### config.mk
export PLATFORM = sky130hd
export DESIGN_NAME = hack_boot_loader
export DESIGN_NICKNAME = d
export VERILOG_FILES = /design/src/rtl/hack_boot_pkg.sv /design/src/rtl/hack_byte_pair.sv /design/src/rtl/hack_boot_loader.sv
export SDC_FILE = /design/constraint.sdc
export NUM_CORES = 1
export LEC_CHECK = 0
export ABC_AREA = 1
export CAP_MARGIN = 15
export CORE_ASPECT_RATIO = 1.75
export CORE_UTILIZATION = 60
export DETAILED_ROUTE_END_ITERATION = 8
export GPL_TIMING_DRIVEN = 1
export MAX_ROUTING_LAYER = met4
export PLACE_DENSITY_LB_ADDON = 0.2
export SLEW_MARGIN = 20
export SYNTH_ARGS = -nofsm -noshare
export SYNTH_HDL_FRONTEND = slang
export SYNTH_SLANG_ARGS = --single-unit
### constraint.sdc
create_clock -name clk -period 6.5 [get_ports clk]
set_input_delay 0.65 -clock clk [delete_from_list [all_inputs] [get_ports clk]]
set_output_delay 0.65 -clock clk [all_outputs]
set_load 0.03 [all_outputs]
### src/rtl/hack_boot_pkg.sv
// Shared types for the Hack boot loader: FSM state encoding, instruction
// word type and the checksum seed.
package hack_boot_pkg;

  typedef enum logic [3:0] {
    IDLE,
    LEN_HI,
    LEN_LO,
    DAT_HI,
    DAT_LO,
    CK_HI,
    CK_LO,
    RUN,
    ERROR
  } boot_state_t;

  typedef logic [15:0] word_t;

  localparam word_t CKSUM_INIT = 16'h0000;

  // States in which the loader is consuming the byte stream.
  function automatic logic is_loading(boot_state_t s);
    return (s == LEN_HI) || (s == LEN_LO) || (s == DAT_HI) ||
           (s == DAT_LO) || (s == CK_HI)  || (s == CK_LO);
  endfunction

endpackage

### src/rtl/hack_byte_pair.sv
// Big-endian byte-pair assembler: the first accepted byte is held as the
// high half, the second completes the word and raises word_valid in that
// same cycle. clr re-aligns the pairing at the start of a new image.
module hack_byte_pair
  import hack_boot_pkg::*;
(
  input  logic       clk,
  input  logic       reset,
  input  logic       clr,
  input  logic       byte_valid,
  input  logic [7:0] byte_data,
  output word_t      word,
  output logic       word_valid
);

  logic [7:0] hi_q;
  logic       phase_q;

  // Capture the high byte and track which half of the pair comes next.
  always_ff @(posedge clk or posedge reset) begin
    if (reset) begin
      hi_q    <= '0;
      phase_q <= 1'b0;
    end else if (clr) begin
      phase_q <= 1'b0;
    end else if (byte_valid) begin
      if (!phase_q) hi_q <= byte_data;
      phase_q <= ~phase_q;
    end
  end

  assign word       = {hi_q, byte_data};
  assign word_valid = byte_valid && phase_q;

endmodule

### src/rtl/hack_boot_loader.sv
// Hack CPU boot sequencer: receives LEN, N instruction words and an
// optional checksum as a big-endian byte stream, writes the words into
// instruction ROM from address 0 and then releases the CPU from reset.
// Optional feature macro: HACK_BOOT_CKSUM_EN (16-bit checksum trailer).
module hack_boot_loader
  import hack_boot_pkg::*;
#(
  parameter int ROM_AW = 15
) (
  input  logic              clk,
  input  logic              reset,
  input  logic              start,
  input  logic              rx_valid,
  input  logic [7:0]        rx_data,
  output logic              rx_ready,
  output logic              rom_we,
  output logic [ROM_AW-1:0] rom_addr,
  output logic [15:0]       rom_wdata,
  output logic              cpu_reset,
  output logic              busy,
  output logic              done,
  output logic              err
);

  typedef logic [16:0] count_t;

  localparam count_t CAP = count_t'(1) << ROM_AW;
`ifdef HACK_BOOT_CKSUM_EN
  localparam boot_state_t POST_DATA = CK_HI;
`else
  localparam boot_state_t POST_DATA = RUN;
`endif

  boot_state_t state_q, state_n;
  word_t       len_q;
  count_t      idx_q;
  word_t       pair_word;
  logic        pair_valid;
  logic        fire;
  logic        start_ok;

  assign fire     = rx_valid && rx_ready;
  assign start_ok = start && !is_loading(state_q);

  hack_byte_pair u_pair (
    .clk        (clk),
    .reset      (reset),
    .clr        (start_ok),
    .byte_valid (fire),
    .byte_data  (rx_data),
    .word       (pair_word),
    .word_valid (pair_valid)
  );

`ifdef HACK_BOOT_CKSUM_EN
  word_t sum_q;

  // Running mod-2^16 sum of data words, restarted with each load.
  always_ff @(posedge clk or posedge reset) begin
    if (reset) begin
      sum_q <= CKSUM_INIT;
    end else if (start_ok) begin
      sum_q <= CKSUM_INIT;
    end else if (state_q == DAT_LO && pair_valid) begin
      sum_q <= sum_q + pair_word;
    end
  end
`endif

  // Next-state decode driven by completed byte pairs.
  always_comb begin
    state_n = state_q;
    case (state_q)
      IDLE, RUN, ERROR: if (start) state_n = LEN_HI;
      LEN_HI:           if (fire) state_n = LEN_LO;
      LEN_LO: begin
        if (pair_valid) begin
          if ({1'b0, pair_word} > CAP)  state_n = ERROR;
          else if (pair_word == '0)     state_n = POST_DATA;
          else                          state_n = DAT_HI;
        end
      end
      DAT_HI:           if (fire) state_n = DAT_LO;
      DAT_LO: begin
        if (pair_valid) begin
          if (idx_q + 17'd1 == {1'b0, len_q}) state_n = POST_DATA;
          else                                state_n = DAT_HI;
        end
      end
`ifdef HACK_BOOT_CKSUM_EN
      CK_HI:            if (fire) state_n = CK_LO;
      CK_LO: begin
        if (pair_valid) state_n = (pair_word == sum_q) ? RUN : ERROR;
      end
`endif
      default:          state_n = IDLE;
    endcase
  end

  // State register; outputs are registered from the next state so that
  // they change on the same edge as the state they describe.
  always_ff @(posedge clk or posedge reset) begin
    if (reset) begin
      state_q   <= IDLE;
      rx_ready  <= 1'b0;
      busy      <= 1'b0;
      done      <= 1'b0;
      err       <= 1'b0;
      cpu_reset <= 1'b1;
      rom_we    <= 1'b0;
      rom_addr  <= '0;
      rom_wdata <= '0;
      len_q     <= '0;
      idx_q     <= '0;
    end else begin
      state_q   <= state_n;
      rx_ready  <= is_loading(state_n);
      busy      <= is_loading(state_n);
      done      <= (state_n == RUN);
      err       <= (state_n == ERROR);
      cpu_reset <= (state_n != RUN);
      rom_we    <= 1'b0;
      if (start_ok) idx_q <= '0;
      if (state_q == LEN_LO && pair_valid) len_q <= pair_word;
      if (state_q == DAT_LO && pair_valid) begin
        rom_we    <= 1'b1;
        rom_addr  <= idx_q[ROM_AW-1:0];
        rom_wdata <= pair_word;
        idx_q     <= idx_q + 17'd1;
      end
    end
  end

endmodule

==> out/qor.txt, run 1 <==
clock skew: 0.0153 ns
most frequent cell after synthesis: nand2_1
Max-slew headroom: 42.6%
Root Buffer: clkbuf_8
CTS Buffer Depth: 2
Reg-to-Reg End: busy$_DFF_PP0_
EDFF count, synth: 0
Ports: 49
Die ar.: 6950 sq um
port bufs: 48
max cap viols: 0
Logic pwr share: 30.9%
Die X: 63.5 microns
worst reg2reg path depth: 9
first-pass GRT wire length: 16200 microns
antenna cells: 0
drt via density: 5.65
ys async rst share: 100%
hold path start: rom_wdata[14]$_DFFE_PP0P_
WL per Instance: 15.7 microns
ratio of cells with drive above 1 in the final layout: 7.96%
Synth Instances: 488
status: finished, final reports clean
Worst VDD drop: 263 uV
sw frac: 36.4%
Antenna Nets Post-Route: 0
final core utilization: 75.5%
Warnings, synthesis: 0
syn avg cell area: 8.13 sq um
Hold Path Depth: 2
Synth cell types: 32
Startpoint Class: primary input
total gr overflow: 0
Setup TNS: 0 ns
part of the power in registers: 43.7%
Setup Buffers After CTS: 0
Hold EP: rom_wdata[14]$_DFFE_PP0P_
CTS tree: done
register area share after synthesis: 51.8%
kind of end point of the critical path: flip-flop
final hold vios: 0
Yosys reg bits: 82
ys flop type: dfrtp_1
P_leak: 0.00226 uW
H-tree depth: 3
hold crit path type: reg2reg
Final setup viols: 0
Rows: 38
First-pass DRT Iterations: 6
Layout Nets: 548
RSZ-0062 raised after global routing: no
placed cells: 604
# hold bufs at CTS: 0
most frequent cells after synthesis: nand2_1, dfrtp_1, o21ai_0
worst-margin pin slew: 0.859 ns
Net Count, Synth: 501
dpl hpwl: 6940 microns
crit path kind: in2reg
CP max FO: 72
max-slew violation count: 0
clk_lat worst skew: 0.36 ns
Die Y: 110 microns
Placer Congestion: 0.919
Synth top area share: 51.1%
clock power share: 25.4%
P&R area growth vs syn: 19.4%
clock sinks: 82
CTS clk-pin slew, worst paths: 0.08 ns
internal power: 1040 uW
switching power: 597 uW
period utilization: 41.4%
Worst Path Arrival: 2.99 ns
initial antenna violation count: 0
Cell Pwr Density: 346 nW/um^2
DR DRC count: 0
drt first-iter violations: 413
post-CTS sizing: 0
Yosys top cell by area: dfrtp_1
post-route insts no fill: 620
min Tclk post-route: 2.69 ns
number of buffers created by CTS: 9
Initial Util: 63.2%
mapped cell area: 3970 sq um
gr usage total: 31.9%
flop2flop setup slack: 3.92 ns
final wirelength: 9730 microns
synth top area cells: dfrtp_1, nand2_1, o21ai_0
fmax: 0.372 GHz
CP Data Required Time: 6.80 ns
largest net degree at the start of global routing: 83
vias in the first global route: 3467
core region area: 6280 sq um
Critical R2R Launch: state_q[3]$_DFF_PP0_
DR vias: 3501
-- cells by family after synthesis --
logic type / share of synthesized area (%)
flip-flops: 51.8
XOR/XNOR: 1.01
AND/OR/NAND/NOR: 27.9
adder cells (fa/ha/maj): 0.315
buffers and inverters: 7.32
AO/OA/AOI/OAI: 11.7
-- placed cells by master (no fill, tap or decap), types with 2 or more instances in the layout --
cell,n
nand3b_1,6
clkdlybuf4s50_1,48
nor2_1,30
o22ai_1,9
nand4_1,13
nand2_2,6
o21ai_0,70
clkbuf_8,10
o21ai_2,2
a21oi_1,4
inv_2,2
nand3_1,28
nor2_4,5
nand2_1,140
bufinv_16,2
nor3_1,2
dfrtp_1,81
nand2_4,3
inv_1,59
-- cell type report --
| class | count | area (sq um) |
|---|---|---|
| clock buffer | 11 | 141 |
| clock inverter | 5 | 85.1 |
| fill | 462 | 1540 |
| inverter | 62 | 234 |
| multi-input combinational | 330 | 1620 |
| sequential | 82 | 2050 |
| tap | 80 | 100 |
| timing repair buffer | 50 | 499 |
-- power by group through the flow --
stage	logic, uW	registers, uW	clock network (uW)
finish	507	717	417
CTS	508	715	421
floorplan	274	771	0
detailed placement	506	721	0
global route	563	728	442
global placement	498	719	0
-- flip-flops by register name (all words and copies together), names as in the netlist, 4 cells and up --
| name | count |
|---|---|
| idx_q | 17 |
| state_q | 4 |
| len_q | 16 |
| rom_wdata | 16 |
| u_pair.hi_q | 8 |
| rom_addr | 15 |
-- how the worst max path moves through the flow --
| stage | start | to | depth (start not counted) |
|---|---|---|---|
| after floorplan | reset | busy$_DFF_PP0_ | 1 |
| after global placement | rx_valid | busy$_DFF_PP0_ | 14 |
| after detailed placement | rx_valid | done$_DFF_PP0_ | 13 |
| after CTS | rx_valid | busy$_DFF_PP0_ | 14 |
| after global routing | rx_valid | busy$_DFF_PP0_ | 14 |
| final | rx_valid | busy$_DFF_PP0_ | 14 |
-- critical path, cell delays in order --
cell and delay (ns):
clkdlybuf4s50_1 0.40, nand2_1 0.08, inv_1 0.08, nand2_1 0.12, inv_1 0.10, nand2_2 0.07
buf_4 0.48, inv_2 0.26, a21oi_1 0.17, nand4_1 0.15, and2_2 0.24, nand2_4 0.07
nand2_1 0.04, inv_1 0.04
-- metal layers --
metal / wire length (microns) / global-route usage, % / part of all wire, % / vias up
met5: 0 / - / 0 / -
met4: 405 / 20.1 / 4.2 / 0
met3: 421 / 5.19 / 4.3 / 37
met2: 5200 / 53.2 / 53 / 137
met1: 3700 / 35.3 / 38 / 1654
li1: - / - / - / 1673
-- stage by stage --
stage	instance area (sq um)	hold slack, ns	setup slack [ns]	total power, uW
6_report	4740	0.487	3.81	1640
4_1_cts	4730	0.492	3.81	1640
3_5_place_dp	4510	0.472	3.42	1230
3_3_place_gp	4510	0.466	3.50	1220
5_1_grt	4740	0.502	3.49	1730
2_1_floorplan	3970	0.453	3.74	1040
No activity file was read; power rests on OpenSTA's default activity.
==> run 2: changes to the inputs <==
--- a/config.mk
+++ b/config.mk
@@ -8,7 +8,7 @@
 export ABC_AREA = 1
 export CAP_MARGIN = 15
 export CORE_ASPECT_RATIO = 1.75
-export CORE_UTILIZATION = 60
+export CORE_UTILIZATION = 55
 export DETAILED_ROUTE_END_ITERATION = 8
 export GPL_TIMING_DRIVEN = 1
 export MAX_ROUTING_LAYER = met4
==> constraint.sdc (replaced) <==
create_clock -name clk -period 2.7 [get_ports clk]
set_input_delay 0.27 -clock clk [delete_from_list [all_inputs] [get_ports clk]]
set_output_delay 0.27 -clock clk [all_outputs]
set_load 0.03 [all_outputs]
==> out/qor.txt, run 2 (synthesized netlist as in run 1, its figures left out) <==
Rows: 40 (+5.3%)
largest registers: idx_q (17), len_q (16), rom_wdata (16)
most frequent cells in the layout: nand2_1, dfrtp_1, o21ai_0, inv_1, clkdlybuf4s50_1
DR DRC count: 0 (unchanged)
WL per Instance: 14.9 microns (-5.0%)
Reg-to-Reg End: busy$_DFF_PP0_
Root Buffer: clkbuf_16
CTS Buffer Depth: 2 (unchanged)
first-pass GRT wire length: 15500 microns (-4.7%)
final wirelength: 9350 microns (-3.9%)
Antenna Nets Post-Route: 0 (unchanged)
Placer Congestion: 0.953 (+3.6%)
ratio of cells with drive above 1 in the final layout: 7.92% (-0.044 points)
Die ar.: 7570 sq um (+8.9%)
final hold vios: 0 (unchanged)
worst-margin pin slew: 0.470 ns (-0.390 ns)
Biggest register: idx_q
Power, Total: 4050 uW (+150%)
post-CTS sizing: 0 (unchanged)
P&R area growth vs syn: 21.3%
vias in the first global route: 3270 (-5.7%)
max cap viols: 0 (unchanged)
number of buffers created by CTS: 9 (unchanged)
First-pass DRT Iterations: 4 (-2)
Setup TNS: 0 ns (unchanged)
CP max FO: 6 (-92%)
WHS: 0.352 ns (-0.136 ns)
drt via density: 5.38 (-4.6%)
DR vias: 3376 (-3.6%)
Startpoint Class: flip-flop
clock sinks: 82 (unchanged)
Critical R2R Launch: idx_q[0]$_DFFE_PP0P_
Max-slew headroom: 68.7% (+26 points)
Worst Path Arrival: 2.49 ns (-0.50 ns)
kind of end point of the critical path: flip-flop
clk_lat worst skew: 0.33 ns (-0.03 ns)
max-slew violation count: 0 (unchanged)
RSZ-0062 raised after global routing: no
status: finished, final reports clean
placement-stage cell area: 4550 sq um (+0.89%)
port bufs: 48 (unchanged)
Ports: 49 (unchanged)
worst reg2reg path depth: 18 (+9)
drt first-iter violations: 238 (-42%)
CTS tree: done
hold crit path type: in2async
Die Y: 114 microns (+4.4%)
P_leak: 0.00229 uW (+1.5%)
core region area: 6910 sq um (+10%)
commonest non-fill, non-tap cell in the layout: nand2_1
Initial Util: 57.4% (-5.8 points)
crit path kind: reg2reg
Setup Buffers After CTS: 0 (unchanged)
gr usage total: 28.3% (-3.6 points)
# hold bufs at CTS: 0 (unchanged)
final core utilization: 69.7% (-5.8 points)
Cell Pwr Density: 841 nW/um^2 (+140%)
fmax: 0.441 GHz
dpl hpwl: 6690 microns (-3.6%)
flop2flop setup slack: 0.43 ns (-3.49 ns)
initial antenna violation count: 0 (unchanged)
CP Data Required Time: 2.93 ns (-3.87 ns)
antenna cells: 0 (unchanged)
Final setup viols: 0 (unchanged)
largest net degree at the start of global routing: 83 (unchanged)
design area: 4810 sq um (+1.6%)
period utilization: 84.0%
Die X: 66.2 microns (+4.3%)
FILL cells: 570 (+23%)
max reg flops: 17 (unchanged)
min Tclk post-route: 2.27 ns
CTS clk-pin slew, worst paths: 0.06 ns (-0.02 ns)
H-tree depth: 3 (unchanged)
clock skew: 0.00611 ns (-0.00920 ns)
Worst VDD drop: 541 uV (+110%)
Worst setup startpoint: idx_q[0]$_DFFE_PP0P_
total gr overflow: 0 (unchanged)
Layout Nets: 551 (+0.55%)
run 2: per-layer routing:
layer / routed length (microns) / up-vias / GRT usage, %
li1: - / 1683 / -
met1: 3710 / 1579 / 32.5
met2: 4980 / 85 / 46.3
met3: 299 / 29 / 3.88
met4: 363 / 0 / 16.3
met5: 0 / - / -
run 2: layout make-up:
cell class,count,area [sq um],share of cell area (%)
clock inverters,2,12.5,0.260
clock buffers,14,254,5.28
well taps,84,105,2.18
repair buffers,53,531,11.0
inverters,62,234,4.86
flip-flops and latches,82,2050,42.7
multi-input cells,330,1620,33.7
run 2: power breakdown:
part           leakage (uW)  internal [uW]  switching (uW)
Combinational       0.00106            478             756
Clock              0.000127            648             454
Sequential          0.00111           1500             211
Total               0.00229           2630            1420
run 2: how the worst max path moves through the flow:
| stage | to | slack (ns) | cells past startpoint |
|---|---|---|---|
| 3_5_place_dp | busy$_DFF_PP0_ | 0.47 | 18 |
| 5_1_grt | busy$_DFF_PP0_ | 0.23 | 18 |
| 6_report | busy$_DFF_PP0_ | 0.43 | 18 |
| 4_1_cts | busy$_DFF_PP0_ | 0.45 | 18 |
| 2_1_floorplan | busy$_DFF_PP0_ | 0.32 | 1 |
| 3_3_place_gp | busy$_DFF_PP0_ | 0.53 | 18 |
run 2: worst max-delay path, cell delays in order (launching register included):
cell and delay [ns]:
dfrtp_1 0.41, ha_1 0.22, nand2_1 0.16, nor2_4 0.22, nand2_2 0.13, o21ai_2 0.12, nand2_1 0.09, nand2_1 0.07
nand2_1 0.04, inv_1 0.04, nand2_1 0.07, nor2_1 0.13, nand2_1 0.09, nand2_1 0.07, nand2_2 0.07, nand2_4 0.08
nand2_4 0.05, nand2_1 0.05, inv_1 0.03
run 2: through the flow:
stage	instances	setup WS (ns)
floorplan	488	0.323
global placement	611	0.527
detailed placement	611	0.473
CTS	627	0.452
global route	627	0.227
finish	627	0.433
